<file path="config.mk">
export PLATFORM = sky130hd
export DESIGN_NAME = match_controller
export DESIGN_NICKNAME = d
export VERILOG_FILES = /design/src/rtl/match_controller.sv
export SDC_FILE = /design/constraint.sdc
export NUM_CORES = 1
export LEC_CHECK = 0
export ABC_AREA = 1
export BUFFER_PORTS_ARGS = -buffer_cell sky130_fd_sc_hd__buf_2
export CORE_MARGIN = 4
export CORE_UTILIZATION = 31
export CTS_CLUSTER_SIZE = 10
export DETAILED_ROUTE_END_ITERATION = 16
export SYNTH_ARGS = -nofsm -noshare
export SYNTH_HDL_FRONTEND = slang
export SYNTH_SLANG_ARGS = --single-unit
</file>
<file path="constraint.sdc">
create_clock -name clk -period 4.8 [get_ports clk]
set_input_delay 0.96 -clock clk [delete_from_list [all_inputs] [get_ports clk]]
set_output_delay 0.96 -clock clk [all_outputs]
set_load 0.02 [all_outputs]
</file>
<file path="src/rtl/match_controller.sv">
// Best-of-N fight match sequencer: countdown, timed fight, round-end hold, match end.
// All outputs are registered; game_state reads 5 while a timed phase is frozen by pause.
module match_controller #(
  parameter int FRAMES_PER_SEC = 60,
  parameter int COUNTDOWN_SEC  = 3,
  parameter int ROUND_SEC      = 99,
  parameter int END_HOLD_SEC   = 2,
  parameter int ROUNDS_TO_WIN  = 2,
  parameter int MAX_ROUNDS     = 5,
  parameter int HEALTH_W       = 3,
  parameter int TIME_W         = 7
) (
  input  logic                                 clk,
  input  logic                                 rst,
  input  logic                                 start,
  input  logic                                 pause,
  input  logic [HEALTH_W-1:0]                  p1_health,
  input  logic [HEALTH_W-1:0]                  p2_health,
  output logic [2:0]                           game_state,
  output logic [$clog2(MAX_ROUNDS+1)-1:0]      round_num,
  output logic [$clog2(ROUNDS_TO_WIN+1)-1:0]   p1_wins,
  output logic [$clog2(ROUNDS_TO_WIN+1)-1:0]   p2_wins,
  output logic [TIME_W-1:0]                    seconds_left,
  output logic                                 round_reset,
  output logic [1:0]                           round_winner,
  output logic [1:0]                           match_winner
);
  localparam int RW  = $clog2(MAX_ROUNDS+1);
  localparam int WW  = $clog2(ROUNDS_TO_WIN+1);
  localparam int FCW = (FRAMES_PER_SEC > 1) ? $clog2(FRAMES_PER_SEC) : 1;

  typedef enum logic [2:0] {
    S_IDLE = 3'd0, S_CD = 3'd1, S_FIGHT = 3'd2, S_REND = 3'd3, S_MEND = 3'd4
  } state_t;
  localparam logic [2:0] GS_PAUSED = 3'd5;

  state_t            state_q, state_d;
  logic [FCW-1:0]    fc_q, fc_d;
  logic [TIME_W-1:0] sec_q, sec_d;
  logic [RW-1:0]     rnd_q, rnd_d;
  logic [WW-1:0]     p1w_q, p1w_d, p2w_q, p2w_d;
  logic [1:0]        rw_q, rw_d, mw_q, mw_d;
  logic              rr_q, rr_d;
  logic [2:0]        gs_q, gs_d;
  logic              run, wrap, expire;
  logic              ko1, ko2;
  logic [1:0]        res;

  always_comb begin
    state_d = state_q;
    fc_d    = fc_q;
    sec_d   = sec_q;
    rnd_d   = rnd_q;
    p1w_d   = p1w_q;
    p2w_d   = p2w_q;
    rw_d    = rw_q;
    mw_d    = mw_q;
    rr_d    = 1'b0;
    res     = 2'b00;
    ko1     = (p1_health == '0);
    ko2     = (p2_health == '0);
    wrap    = (fc_q == FCW'(FRAMES_PER_SEC-1));
    expire  = wrap && (sec_q == TIME_W'(1));
    run     = ((state_q == S_CD || state_q == S_FIGHT) && !pause) || (state_q == S_REND);

    // Free-running frame/second tick; transitions below override it.
    if (run) begin
      fc_d = wrap ? '0 : fc_q + FCW'(1);
      if (wrap) sec_d = sec_q - TIME_W'(1);
    end

    case (state_q)
      S_IDLE, S_MEND: begin
        if (start) begin
          state_d = S_CD;
          rnd_d   = RW'(1);
          p1w_d   = '0;
          p2w_d   = '0;
          rw_d    = 2'b00;
          mw_d    = 2'b00;
          sec_d   = TIME_W'(COUNTDOWN_SEC);
          fc_d    = '0;
          rr_d    = 1'b1;
        end
      end
      S_CD: begin
        if (!pause && expire) begin
          state_d = S_FIGHT;
          sec_d   = TIME_W'(ROUND_SEC);
          fc_d    = '0;
        end
      end
      S_FIGHT: begin
        if (!pause) begin
          // KO outranks timeout when both land on the same cycle.
          if (ko1 && ko2)                res = 2'b11;
          else if (ko1)                  res = 2'b10;
          else if (ko2)                  res = 2'b01;
          else if (expire)               res = (p1_health > p2_health) ? 2'b01 :
                                               (p2_health > p1_health) ? 2'b10 : 2'b11;
          if (res != 2'b00) begin
            state_d = S_REND;
            sec_d   = TIME_W'(END_HOLD_SEC);
            fc_d    = '0;
            rw_d    = res;
            if (res == 2'b01 && p1w_q != WW'(ROUNDS_TO_WIN)) p1w_d = p1w_q + WW'(1);
            if (res == 2'b10 && p2w_q != WW'(ROUNDS_TO_WIN)) p2w_d = p2w_q + WW'(1);
          end
        end
      end
      S_REND: begin
        if (expire) begin
          fc_d = '0;
          if (p1w_q == WW'(ROUNDS_TO_WIN) || p2w_q == WW'(ROUNDS_TO_WIN)
              || rnd_q == RW'(MAX_ROUNDS)) begin
            state_d = S_MEND;
            sec_d   = '0;
            mw_d    = (p1w_q > p2w_q) ? 2'b01 : (p2w_q > p1w_q) ? 2'b10 : 2'b11;
          end else begin
            state_d = S_CD;
            rnd_d   = rnd_q + RW'(1);
            sec_d   = TIME_W'(COUNTDOWN_SEC);
            rr_d    = 1'b1;
          end
        end
      end
      default: state_d = S_IDLE;
    endcase

    gs_d = (pause && (state_q == S_CD || state_q == S_FIGHT)) ? GS_PAUSED : 3'(state_d);
  end

  always_ff @(posedge clk) begin
    if (rst) begin
      state_q <= S_IDLE;
      fc_q    <= '0;
      sec_q   <= '0;
      rnd_q   <= '0;
      p1w_q   <= '0;
      p2w_q   <= '0;
      rw_q    <= 2'b00;
      mw_q    <= 2'b00;
      rr_q    <= 1'b0;
      gs_q    <= 3'd0;
    end else begin
      state_q <= state_d;
      fc_q    <= fc_d;
      sec_q   <= sec_d;
      rnd_q   <= rnd_d;
      p1w_q   <= p1w_d;
      p2w_q   <= p2w_d;
      rw_q    <= rw_d;
      mw_q    <= mw_d;
      rr_q    <= rr_d;
      gs_q    <= gs_d;
    end
  end

  assign game_state   = gs_q;
  assign round_num    = rnd_q;
  assign p1_wins      = p1w_q;
  assign p2_wins      = p2w_q;
  assign seconds_left = sec_q;
  assign round_reset  = rr_q;
  assign round_winner = rw_q;
  assign match_winner = mw_q;
endmodule

</file>
-- Yosys cells after proc, flatten, opt, wreduce, memory -nomap -nowiden
Cells that the tools add are included.
- register bits after elaboration: 31
- input bits: 10
- output and inout bits: 22
- logic and storage cells: 124
- add/sub/neg operators: 5
- $lt $le $gt $ge: 4
- equal/unequal tests: 21
- muxes and demuxes: 58
- reductions and logical operators: 25
- operator list (kind ; count):
    7-bit two-way mux ; 7
    6-bit two-way mux ; 7
    2-bit two-way mux ; 20
    3-bit two-way mux ; 10
    7-bit case mux with 4 select lines ; 1
    6-bit case mux with 4 select lines ; 1
    2-bit case mux with 2 select lines ; 4
    2-bit inequality test (second input constant) ; 6
    3-bit case mux with 4 select lines ; 1
    4-bit AND reduction ; 3
    5-bit AND reduction ; 2
    3-bit zero test ; 3
    2-bit by 1-bit inequality test with 1-bit output (second input constant) ; 4
    7-bit by 1-bit == test with 1-bit output (second input constant) ; 1
    1-bit logical AND ; 7
    7-bit by 1-bit subtractor with 7-bit output (second input constant) ; 1
    6-bit by 1-bit adder with 6-bit output (second input constant) ; 1
    2-bit == test (second input constant) ; 3
    3-bit by 2-bit == test with 1-bit output (second input constant) ; 2
    3-bit == test (second input constant) ; 2
    6-bit == test (second input constant) ; 1
    3-bit > comparator ; 2
    3-bit case mux with 2 select lines ; 1
    2-bit nonzero test ; 3
    other kinds (10) ; 20

-- Depth between registers and ports, before layout
- depth in word-level cells: 15
- depth in mapped cells: 14
- depth with buffers taken out: 14

-- Least setup slack after synthesis
OpenSTA, ideal clock, no wires.
- path type: input port to flip-flop
- from: input port p1_health[2]
- to: register p1w_q[1], in the netlist p1_wins[1]
- library setup time: 0.128 ns
- data arrival time: 2.048 ns
- required time: 4.672 ns
- slack: 2.625 ns
- stages on the path: 12
- path buffers: 0
- cells stage by stage: inv_1 ha_1 nand2_1 nor2_1 nor2_1 inv_1 nand3_1 nand2_1 nand2_1 nand3_1 o21ai_0 nor2_1
- word-level cells in the longest chain between the ends: 13
- elaborated cells on any way between the ends: 18
- those cells by class: order compare (2); eq/ne (3); mux (8); reduce/logical (5)
- RTL lines (element ; line ; source):
    start, declared ; 17 ; input logic [HEALTH_W-1:0] p1_health,
    3-bit > comparator ; 100 ; (p2_health > p1_health) ? 2'b10 : 2'b11;
    1-bit two-way mux ; 100 ;
    2-bit two-way mux (2 in a row) ; 99 ; else if (expire) res = (p1_health > p2_health) ? 2'b01 :
    2-bit two-way mux ; 98 ; else if (ko2) res = 2'b01;
    2-bit two-way mux ; 97 ; else if (ko1) res = 2'b10;
    2-bit two-way mux * ; 96 ; if (ko1 && ko2) res = 2'b11;
    2-bit two-way mux * ; 94 ; if (!pause) begin
    2-bit two-way mux * ; 72 ; case (state_q)
    2-bit by 1-bit == test with 1-bit output ; 106 ; if (res == 2'b01 && p1w_q != WW'(ROUNDS_TO_WIN)) p1w_d = p1w_q + WW'(1);
    1-bit logical AND ; 106 ;
    2-bit by 1-bit inequality test with 1-bit output (no line) ; -- ;
    5-bit AND reduction (no line) * ; -- ;
    end signal, assigned ; 150 ; p1w_q <= p1w_d;
    end, declared ; 41 ; logic [WW-1:0] p1w_q, p1w_d, p2w_q, p2w_d;
Every way passes the cells marked *; elsewhere a longest branch is shown, timed or not. The select of a mux whose other input is x is not followed.
A chain may end at the register's enable or synchronous reset.

-- Final worst setup path
- from: input port p1_health[2]
- to: register p2w_q[1], in the netlist p2_wins[1]
- word-level cells in the longest chain between the ends: 13
- elaborated cells on any way between the ends: 18
- those cells by class: order compare (2); eq/ne (3); mux (8); reduce/logical (5)
- RTL lines (element ; line ; source):
    3-bit > comparator ; 100 ;
    1-bit two-way mux ; 100 ;
    2-bit two-way mux (2 in a row) ; 99 ;
    2-bit two-way mux ; 98 ;
    2-bit two-way mux ; 97 ;
    2-bit two-way mux * ; 96 ;
    2-bit two-way mux * ; 94 ;
    2-bit two-way mux * ; 72 ;
    2-bit == test ; 107 ; if (res == 2'b10 && p2w_q != WW'(ROUNDS_TO_WIN)) p2w_d = p2w_q + WW'(1);
    1-bit logical AND ; 107 ;
    2-bit by 1-bit inequality test with 1-bit output (no line) ; -- ;
    5-bit AND reduction (no line) * ; -- ;
    end signal, assigned ; 151 ; p2w_q <= p2w_d;
    end, declared ; 41 ;
Marks and branches as above.

==> flow_summary.toml <==
[yosys]
synth.top_cells.by_area = "sky130_fd_sc_hd__dfxtp_1, sky130_fd_sc_hd__nand2_1, sky130_fd_sc_hd__nor2_1"
count_of_state_elements_after_synthesis = 31
post_synth_num_cell_types = 30
yosys_most_used_dff = "sky130_fd_sc_hd__dfxtp_1"
yosys-top-cells-count = "sky130_fd_sc_hd__nand2_1, sky130_fd_sc_hd__nor2_1, sky130_fd_sc_hd__inv_1"
asyncSetResetFlopFracSynth = 0
count_of_flip_flops_with_a_built_in_enable_after_synthesis = 0
average_footprint_of_a_synthesized_cell_um2 = 6.786
yosysMostFrequentCell = "sky130_fd_sc_hd__nand2_1"
synth.top_cell.area_share = 0.3313
yosysSeqAreaShare = 0.3313
synth_largest_area_cell = "sky130_fd_sc_hd__dfxtp_1"
area_of_the_mapped_netlist_mm2 = 0.001873
mappedNetlistNets = 298
yosys_warnings = 0
post_synth_inst_count = 276

[floorplanning]
fp.dieArea_mm2 = 0.007350
chipHeight_um = 85.73
top_level_ports = 32
initial_core_utilization = 0.3182
die_w_um = 85.73
core_area_mm2 = 0.005886
placement_rows = 28

[place]
portBuffers = 31
place_hpwl_um = 3374
gpl.final_weighted_congestion = 0.8499

[run_status]
run_status = "finished clean"

[global_route]
antenna_found_initial = 0
overall_global_routing_usage = 0.1279
grt_pass1_vias = 1741
grt_pass1_wl_um = 7555
globalRouteOverflowTotal = 0
grt_start_max_net_pins = 16

[clocking]
cts_inserted_buffers = 5
cts.repair.resized = 0
clk_path_buf_depth = 2
path_clk_slew_ns = 0.06
clockRootBuffer = "sky130_fd_sc_hd__clkbuf_8"
postCtsHoldBufs = 0
insertion_delay_ns = 0.28
cts_post_setup_buffers_inserted = 0
tritoncts = "done"
count_of_clock_tree_sinks = 31
cts-htree-levels = 2

[sta]
finalSetupTns_ns = 0
timing.final.hold_violations = 0
hold-worst-slack_ns = 0.4592
unrepaired_setup_endpoints_after_global_routing = "false"
fin_worst_skew_ns = 0.004652
slew_viol_final = 0
timing.final.crit_share = 0.4334
finalSetupViolations = 0
period_needed_ns = 2.080
tightestPinTransition_ns = 0.3232
max-slew-margin-rel = 0.7840
max_freq_ghz = 0.4807

[routing]
dr.max_layer_used = "met4"
drt.antenna.violating_nets = 0
drc = 0
vias_per_cell = 4.483
finalWirelength_um = 4180
met3WireLength_um = 174
dr.first_iter.drc_count = 48
dr_wl_met2_um = 1898
route.detailed.wl_per_inst_um = 10.75
drt-pass1-iter-count = 4
route.layer.met1.wl_um = 2036
vias = 1744

[finish]
area.sequential_um2 = 620.6
fin_nets = 335
fill_cells = 667
drive_above_1_share = 0.1815
synthToLayoutAreaGrowth_pct = 18.44
multiInputGateArea_mm2 = 0.001084
antenna_diode_count = 0

[setup_path]
critPathArrivalTime_ns = 2.26
critical_path.max_fanout = 3
req_time_crit_path_ns = 4.98
worstSetupStartpointType = "input port"
path_class = "in2reg"
worst_setup_path_end_kind = "flop"

[flow_run]
timing.max_cap.violations = 0

[pwr]
power-per-cell-area_mw_per_mm2 = 268.9
leakagePower_nw = 1.126
maximum_vdd_drop_mv = 0.1263

[worst_hold_path]
classification_of_the_worst_slack_hold_path = "reg2reg"
## registers in the layout, indices dropped and copies added (netlist names)
name,cells
state_q,3
match_winner,2
round_num,3
round_winner,2
seconds_left,7
round_reset,1
p2_wins,2
game_state,3
fc_q,6
p1_wins,2
## placed cells by master, fill, tap and decap left out
cell type                   n
sky130_fd_sc_hd__o211ai_1   1
sky130_fd_sc_hd__clkinv_1   1
sky130_fd_sc_hd__nand3_2    1
sky130_fd_sc_hd__nor2_4     4
sky130_fd_sc_hd__a21oi_1   19
sky130_fd_sc_hd__o21ai_0    8
sky130_fd_sc_hd__nor2_2     4
sky130_fd_sc_hd__o22ai_1    1
sky130_fd_sc_hd__nand3b_1   1
sky130_fd_sc_hd__o21ai_1    1
sky130_fd_sc_hd__a211o_1    1
sky130_fd_sc_hd__o21bai_1   1
sky130_fd_sc_hd__nand2_4    3
sky130_fd_sc_hd__clkbuf_1   1
sky130_fd_sc_hd__inv_2      2
sky130_fd_sc_hd__ha_1      12
sky130_fd_sc_hd__or2_2      1
sky130_fd_sc_hd__nand2_1   56
sky130_fd_sc_hd__nand2_2    1
sky130_fd_sc_hd__nor2_1    51
sky130_fd_sc_hd__xnor2_1    2
sky130_fd_sc_hd__o21ai_2    1
sky130_fd_sc_hd__o31a_2     1
sky130_fd_sc_hd__buf_2     31
sky130_fd_sc_hd__xor2_1     9
sky130_fd_sc_hd__clkbuf_8   7
sky130_fd_sc_hd__dfxtp_1   31
sky130_fd_sc_hd__nand3_1   15
sky130_fd_sc_hd__nor3_1     3
sky130_fd_sc_hd__nor3_2     1
sky130_fd_sc_hd__nand4_1    2
sky130_fd_sc_hd__inv_1     41
## worst max-delay path: stages
cell and delay [ns]:
sky130_fd_sc_hd__buf_2 0.07, sky130_fd_sc_hd__inv_1 0.04, sky130_fd_sc_hd__ha_1 0.28, sky130_fd_sc_hd__nand2_1 0.07, sky130_fd_sc_hd__nor2_1 0.09, sky130_fd_sc_hd__nor2_1 0.06
sky130_fd_sc_hd__nor2_1 0.08, sky130_fd_sc_hd__nor2_1 0.05, sky130_fd_sc_hd__nor2_1 0.15, sky130_fd_sc_hd__nand3_1 0.09, sky130_fd_sc_hd__nand2_1 0.10, sky130_fd_sc_hd__nand2_1 0.08
sky130_fd_sc_hd__nor2_1 0.09, sky130_fd_sc_hd__nor2_1 0.05
## layer usage
layer / GRT usage / vias up
li1: - / 938
met1: 0.1614 / 763
met2: 0.2041 / 35
met3: 0.03746 / 8
met4: 0.05180 / 0
met5: 0 / -
## path summary, 6_finish.rpt
check        slack (ns)       startpoint         endpoint  depth (start not counted)
min reg2reg        0.46  match_winner[1]  match_winner[1]                          2
max                2.72     p1_health[2]       p2_wins[1]                         14
max reg2reg        2.96          fc_q[0]          fc_q[1]                         10
min                0.46  match_winner[1]  match_winner[1]                          2
## cell type report
cell class | count | area share
Tap cell | 75 | 0.04230
Multi-Input combinational cell | 200 | 0.4884
Timing Repair Buffer | 31 | 0.06994
Clock buffer | 8 | 0.04512
Sequential cell | 31 | 0.2798
Inverter | 44 | 0.07445
## stage by stage
step / utilization / worst slack (ns) / cells / total power, W / area, µm²
4_1_cts: 0.3769 / 2.707 / 389 / 0.0006066 / 2218
2_1_floorplan: - / 2.625 / 276 / 0.0003488 / 1873
5_1_grt: 0.3769 / 2.440 / 389 / 0.0006380 / 2218
3_5_place_dp: 0.3599 / 2.405 / 381 / 0.0003777 / 2118
6_report: 0.3769 / 2.720 / 389 / 0.0005965 / 2218
3_3_place_gp: 0.3599 / 2.455 / 381 / 0.0003757 / 2118
## kinds of logic (layout without fill, tap and decap cells)
kind of cell / after synthesis / in the layout / synth area share
AND/OR/NAND/NOR: 143 / 143 / 0.3460
AO/OA/AOI/OAI: 34 / 34 / 0.1009
XOR/XNOR: 11 / 11 / 0.05144
buffers and inverters: 45 / 83 / 0.09018
flip-flops: 31 / 31 / 0.3313
adder cells (fa/ha/maj): 12 / 12 / 0.08016
## power breakdown
group,leakage [nW],internal [W],switching [W]
registers,0.253,0.000266,0.00000711
clock network,0.0515,0.000131,0.0000950
logic,0.822,0.0000348,0.0000628
total,1.13,0.000432,0.000165
Power figures use the tool's default switching activity.
